### config.mk
export PLATFORM = sky130hd
export DESIGN_NAME = logic_unit
export DESIGN_NICKNAME = d
export VERILOG_FILES = /design/src/rtl/logic_unit.sv
export SDC_FILE = /design/constraint.sdc
export NUM_CORES = 1
export LEC_CHECK = 0
export CORE_MARGIN = 2
export CORE_UTILIZATION = 44
export CTS_BUF_LIST = sky130_fd_sc_hd__clkbuf_4
export CTS_CLUSTER_DIAMETER = 120
export DETAILED_ROUTE_END_ITERATION = 7
export PLACE_DENSITY = 0.85
export SLEW_MARGIN = 25
export SYNTH_ARGS = -nofsm -noshare
export SYNTH_HDL_FRONTEND = slang
export SYNTH_SLANG_ARGS = --single-unit
### constraint.sdc
create_clock -name clk -period 1.3 [get_ports clk]
set_clock_uncertainty 0.2 [all_clocks]
set_input_delay 0.26 -clock clk [delete_from_list [all_inputs] [get_ports clk]]
set_output_delay 0.26 -clock clk [all_outputs]
set_load 0.05 [all_outputs]
### src/rtl/logic_unit.sv
// logic_unit: registered bitwise AND/OR/XOR unit with one-hot opcode.
// Each result port is gated by its own opcode bit; valid/opErr flag the opcode legality.
module logic_unit #(
  parameter int unsigned WIDTH = 4
) (
  input  logic             clk,
  input  logic             rst_n,
  input  logic [2:0]       opCode,
  input  logic [WIDTH-1:0] A,
  input  logic [WIDTH-1:0] B,
  output logic [WIDTH-1:0] resultA,
  output logic [WIDTH-1:0] resultO,
  output logic [WIDTH-1:0] resultX,
  output logic             valid,
  output logic             opErr
);

  logic [WIDTH-1:0] res_and_q, res_and_d;
  logic [WIDTH-1:0] res_or_q,  res_or_d;
  logic [WIDTH-1:0] res_xor_q, res_xor_d;
  logic             valid_q,   valid_d;
  logic             op_err_q,  op_err_d;
  logic             one_hot;

  // Next-state: each port loads its function only when its opcode bit is set.
  always_comb begin
    res_and_d = '0;
    res_or_d  = '0;
    res_xor_d = '0;
    one_hot   = (opCode == 3'b001) || (opCode == 3'b010) || (opCode == 3'b100);
    if (opCode[0]) res_and_d = A & B;
    if (opCode[1]) res_or_d  = A | B;
    if (opCode[2]) res_xor_d = A ^ B;
    valid_d  = one_hot;
    op_err_d = !one_hot;
  end

  // Output registers; asynchronous reset clears everything including both flags.
  always_ff @(posedge clk or negedge rst_n) begin
    if (!rst_n) begin
      res_and_q <= '0;
      res_or_q  <= '0;
      res_xor_q <= '0;
      valid_q   <= 1'b0;
      op_err_q  <= 1'b0;
    end else begin
      res_and_q <= res_and_d;
      res_or_q  <= res_or_d;
      res_xor_q <= res_xor_d;
      valid_q   <= valid_d;
      op_err_q  <= op_err_d;
    end
  end

  assign resultA = res_and_q;
  assign resultO = res_or_q;
  assign resultX = res_xor_q;
  assign valid   = valid_q;
  assign opErr   = op_err_q;

endmodule

==> results of run 1 <==
## cell usage after synthesis (all sizes together)
| cell type | number |
|---|---|
| o21a | 1 |
| and2 | 8 |
| nor2b | 4 |
| inv | 8 |
| dfrtp | 14 |
| o21ai | 2 |
| ha | 8 |
| xor2 | 1 |
## final timing paths
kind / start / to / slack, ns / depth (start not counted)
min in group clk: opCode[1] / resultO[0] / 0.45 / 2
max in group asynchronous: rst_n / resultX[0] / 0.65 / 2
max: resultX[0] / resultX[0] / 0.01 / 1
min: rst_n / resultA[3] / 0.09 / 2
## power breakdown
part           switching, W  total, W  leakage, nW  internal (W)
combinational      0.000157  0.000327        0.341      0.000170
clock              0.000119  0.000226       0.0138      0.000107
sequential        0.0000227  0.000486        0.178      0.000463
total              0.000298   0.00104        0.532      0.000740
## per-stage QoR
step / std cells / cell area, um^2 / hold WS, ns / util (%)
2_1_floorplan: 46 / 582 / -0.236 / -
3_3_place_gp: 92 / 1040 / 0.379 / 81.9
3_5_place_dp: 92 / 1040 / 0.379 / 81.9
4_1_cts: 95 / 1060 / 0.0872 / 83.6
5_1_grt: 95 / 1060 / 0.107 / 83.6
6_report: 95 / 1060 / 0.0891 / 83.6
## layout make-up
type	count	share of cell area [%]
clock buffer	3	2.12
tap	15	1.77
inverter	8	2.83
timing repair buffer	31	41.3
sequential	14	33.0
multi-input combinational	24	19.0
## registers in the layout (all words and copies together) (netlist names)
register and flops:
resultX 4, valid 1, opErr 1, resultA 4, resultO 4
## logic make-up (layout without fill, tap and decap cells)
kind of cell,after synthesis,in the layout,synth area share [%]
flops,14,14,60.2
simple gates,12,12,12.9
fa+ha+maj,8,8,17.2
buf+inv,8,42,5.16
compound gates,3,3,3.01
xor+xnor,1,1,1.51
## what timing repair did
action,in CTS,in global routing
pin swaps,0,0
hold buffers,0,0
gates resized for setup,0,0
setup endpoints to repair,1,14
cloned,0,0
## metal layers
metal / part of all wire, % / track usage [%] / vias up / wire [um]
li1: - / - / 210 / -
met1: 36 / 16.2 / 193 / 360
met2: 60 / 30.6 / 15 / 604
met3: 4.7 / 3.89 / 0 / 48
met4: 0 / 7.50 / 0 / 0
met5: 0 / 0 / - / 0
==> run_results.csv, run 1 <==
group,metric,value,unit
finish,multiInputGateArea,201,um^2
cts,post-cts-setup-buffers,0,
critical_path,path_delay_family,"flip-flops",
sta,slew_headroom,85.0,%
power_and_ir_drop,p_per_area,979,nW/um^2
synth,avgSynthCellArea,12.6,um^2
job,drv_cap,0,
finish,layout_common_cells,"dfrtp_1, buf_12, clkdlybuf4s50_1",
die,die_width,40.4,um
critical_path,end_kind,"primary output",
cts,htreeDepth,1,
outcome,run_status,"finished, final reports clean",
detailed_routing,viasPerCell,4.40,
cts,cts_tree,"yes",
die,rows,13,
global_route,grt_usage,16.2,%
finish,layout-drive-gt1-share,27.5,%
critical_path,cp_num_buf_inv,1,
die,core,1270,um^2
die,io_pins,27,
synth,yosysWarnings,0,
finish,syn_to_final_growth,82.4,%
die,die_y,40.4,um
sta,tightest_slew,0.222,ns
critical_path,timing_worst_setup_path_type,"reg -> out",
sta,clock.fmax,0.777,GHz
hold_path,hold_class,"in -> async",
critical_path,cp.required,0.84,ns
detailed_routing,drtPass1Iterations,2,
die,dieArea,1630,um^2
synth,synth_area_leaders,"dfrtp_1, ha_1, and2_1, inv_1, nor2b_1",
critical_path,slowest_stage,"dfrtp_1",
synth,synth_nets,67,
placed_design,io_buffer_count,26,
global_route,overflow,0,
cts,cts-root-buf,"clkbuf_4",
synth,synth_top_cell_by_area,"dfrtp_1",
global_route,grt_max_degree,15,
critical_path,cpPeakStageDelay,0.41,ns
synth,ys_seq_area_share,60.2,%
sta,finalSetupViolations,0,
detailed_routing,drtIter0Drc,5,
finish,layout.nets,103,
power_and_ir_drop,ir_worst_vdd,0.790,mV
cts,clock_tree.buffer_depth,2,
placed_design,gp_congestion,0.614,
sta,fin_crit_sh,99.0,%
critical_path,worstPathMaxFanout,1,
finish,nFillCells,66,
cts,clkTransAtPathRegs,0.07,ns
power_and_ir_drop,total_power,0.00104,W
power_and_ir_drop,leakage,0.532,nW
global_route,grt_pass1_vias,421,
critical_path,start_kind,"flop",
sta,hold_violations,0,
detailed_routing,drc,0,
detailed_routing,drtAntennaViolNets,0,
finish,num_antenna_cells,0,
global_route,grt_antenna_before_repair,0,
sta,finalMaxSlewViolations,0,
placed_design,dpl_worst_slack,-0.241,ns
sta,fin_crit,1.29,ns
cts,cts_sinks,14,
sta,tns,0,ns
finish,seqCellArea,350,um^2
synth,netlist_area,582,um^2
synth,synth.ff_latch_count,14,
synth,synth.top_cell.area_share,60.2,%
critical_path,arrival,0.83,ns
critical_path,crit_chain,"buf_12",
placed_design,dp_hpwl,902,um
synth,syn_inst,46,
detailed_routing,vias,418,
global_route,grt_pass1_wl,1.63,mm
die,start_util,45.9,%
sta,rsz0062_at_grt,"yes",
cts,numCtsBuffers,3,
synth,ys_types,8,
sta,setup_slack,0.0124,ns
detailed_routing,wl_per_cell,10.7,um
detailed_routing,totalWireLength,1.01,mm
No activity file was read; power rests on OpenSTA's default activity.
==> run 2: changes to the inputs <==
--- a/config.mk
+++ b/config.mk
@@ -6,11 +6,11 @@
 export NUM_CORES = 1
 export LEC_CHECK = 0
 export CORE_MARGIN = 2
-export CORE_UTILIZATION = 44
-export CTS_BUF_LIST = sky130_fd_sc_hd__clkbuf_4
+export CORE_UTILIZATION = 38
+export CTS_BUF_LIST = sky130_fd_sc_hd__clkbuf_8 sky130_fd_sc_hd__clkbuf_16
 export CTS_CLUSTER_DIAMETER = 120
 export DETAILED_ROUTE_END_ITERATION = 7
-export PLACE_DENSITY = 0.85
+export PLACE_DENSITY = 0.75
 export SLEW_MARGIN = 25
 export SYNTH_ARGS = -nofsm -noshare
 export SYNTH_HDL_FRONTEND = slang
==> constraint.sdc (replaced) <==
create_clock -name clk -period 1.2 [get_ports clk]
set_clock_uncertainty 0.2 [all_clocks]
set_input_delay 0.24 -clock clk [delete_from_list [all_inputs] [get_ports clk]]
set_output_delay 0.24 -clock clk [all_outputs]
set_load 0.05 [all_outputs]
==> run_results.csv, run 2 (same netlist as run 1, synthesis figures left out) <==
group,metric,value,unit
job,drv_cap,0,
sta,fin_crit_sh,103,%
sta,clock.fmax,0.813,GHz
sta,tightest_slew,0.238,ns
detailed_routing,vias,431,
sta,tns,-0.354,ns
outcome,violations,"setup timing",
critical_path,slowest_stage,"dfrtp_1",
placed_design,placedCellCount,92,
sta,setup_slack,-0.0305,ns
finish,layout-drive-gt1-share,29.1,%
critical_path,path_delay_family,"flip-flops",
critical_path,crit_chain,"buf_12",
hold_path,hold_class,"in -> async",
sta,finalMaxSlewViolations,0,
die,rows,14,
finish,layout_common_cells,"dfrtp_1, buf_12, inv_1, ha_1, dlygate4sd2_1",
die,die_y,43.1,um
sta,finalSetupViolations,14,
power_and_ir_drop,p_per_area,1160,nW/um^2
finish,num_antenna_cells,0,
detailed_routing,totalWireLength,1.13,mm
placed_design,io_buffer_count,26,
finish,fin_cells,95,
sta,hold_violations,0,
global_route,grt_antenna_before_repair,0,
finish,multiInputGateArea,211,um^2
finish,syn_to_final_growth,85.4,%
cts,numCtsBuffers,3,
detailed_routing,drc,0,
detailed_routing,drtAntennaViolNets,0,
finish,nFillCells,108,
critical_path,crit_start,"valid",
placed_design,gp_congestion,0.683,
sta,fin_crit,1.23,ns
critical_path,arrival,0.79,ns
cts,clock_tree.buffer_depth,2,
critical_path,end_kind,"primary output",
sta,rsz0062_at_grt,"yes",
finish,seqCellArea,350,um^2
finish,layout.nets,102,
detailed_routing,wl_per_cell,11.9,um
die,core,1470,um^2
cts,clkTransAtPathRegs,0.05,ns
critical_path,cp.required,0.76,ns
global_route,grt_pass1_vias,432,
cts,cts-root-buf,"clkbuf_8",
cts,htreeDepth,1,
cts,cts_sinks,14,
critical_path,cpPeakStageDelay,0.40,ns
sta,slew_headroom,84.1,%
placed_design,dpl_worst_slack,-0.334,ns
critical_path,timing_worst_setup_path_type,"reg -> out",
global_route,grt_max_degree,15,
cts,cts_tree,"yes",
detailed_routing,viasPerCell,4.54,
critical_path,cp_num_buf_inv,1,
die,start_util,39.5,%
die,dieArea,1860,um^2
critical_path,worstSetupPathDepth,1,
power_and_ir_drop,leakage,0.567,nW
power_and_ir_drop,ir_worst_vdd,0.769,mV
outcome,run_status,"finished, violations left",
detailed_routing,drtIter0Drc,2,
global_route,overflow,0,
die,io_pins,27,
detailed_routing,drtPass1Iterations,3,
placed_design,dp_hpwl,917,um
critical_path,start_kind,"flop",
die,die_width,43.1,um
global_route,grt_usage,14.6,%
global_route,grt_pass1_wl,1.89,mm
critical_path,worstPathMaxFanout,1,
-- run 2: power breakdown --
| group | leakage, nW | total, W | switching (W) | internal, W |
|---|---|---|---|---|
| registers | 0.178 | 0.000528 | 0.0000244 | 0.000503 |
| logic | 0.368 | 0.000346 | 0.000171 | 0.000175 |
| clock network | 0.0216 | 0.000374 | 0.000152 | 0.000222 |
| total | 0.567 | 0.00125 | 0.000347 | 0.000900 |
-- run 2: per-stage QoR --
step	power [W]	utilization [%]	hold slack, ns	cell area (um^2)
2_1_floorplan	0.000666	-	-0.256	582
3_3_place_gp	0.000882	70.2	0.364	1030
3_5_place_dp	0.000891	70.2	0.367	1030
4_1_cts	0.00126	72.4	0.110	1070
5_1_grt	0.00130	73.3	0.124	1080
6_report	0.00125	73.3	0.103	1080
-- run 2: layout make-up --
class,count,share of cell area [%]
timing repair buffer,30,39.4
sequential,14,32.5
multi-input combinational,24,19.6
clock buffer,3,3.83
inverter,8,2.78
tap,16,1.86
-- run 2: path summary, 6_finish.rpt --
| kind | end | slack [ns] |
|---|---|---|
| min in group clk | resultO[0] | 0.16 |
| max in group asynchronous | resultX[2] | 0.53 |
| worst max-delay path | valid | -0.03 |
| worst min-delay path | resultA[1] | 0.10 |
-- run 2: timing repair --
item,4_1_cts,5_1_grt
cloned,0,0
endpoints found under the setup margin,18,16
buffers inserted,0,0
gates resized for setup,9,4
hold buffers,0,0
-- run 2: metal layers --
layer  vias up  GRT usage, %  wire length, um
li1        204             -                -
met1       204          15.2              430
met2        19          24.5              599
met3         4          5.11               72
met4         0          9.09               30
met5         -             0                0
==> run 3: changes to the inputs <==
--- a/config.mk
+++ b/config.mk
@@ -5,6 +5,7 @@
 export SDC_FILE = /design/constraint.sdc
 export NUM_CORES = 1
 export LEC_CHECK = 0
+export CAP_MARGIN = 30
 export CORE_MARGIN = 2
 export CORE_UTILIZATION = 38
 export CTS_BUF_LIST = sky130_fd_sc_hd__clkbuf_8 sky130_fd_sc_hd__clkbuf_16
==> results of run 3 <==
Same layout as run 2: the final DEF is identical, and so are final timing and power.
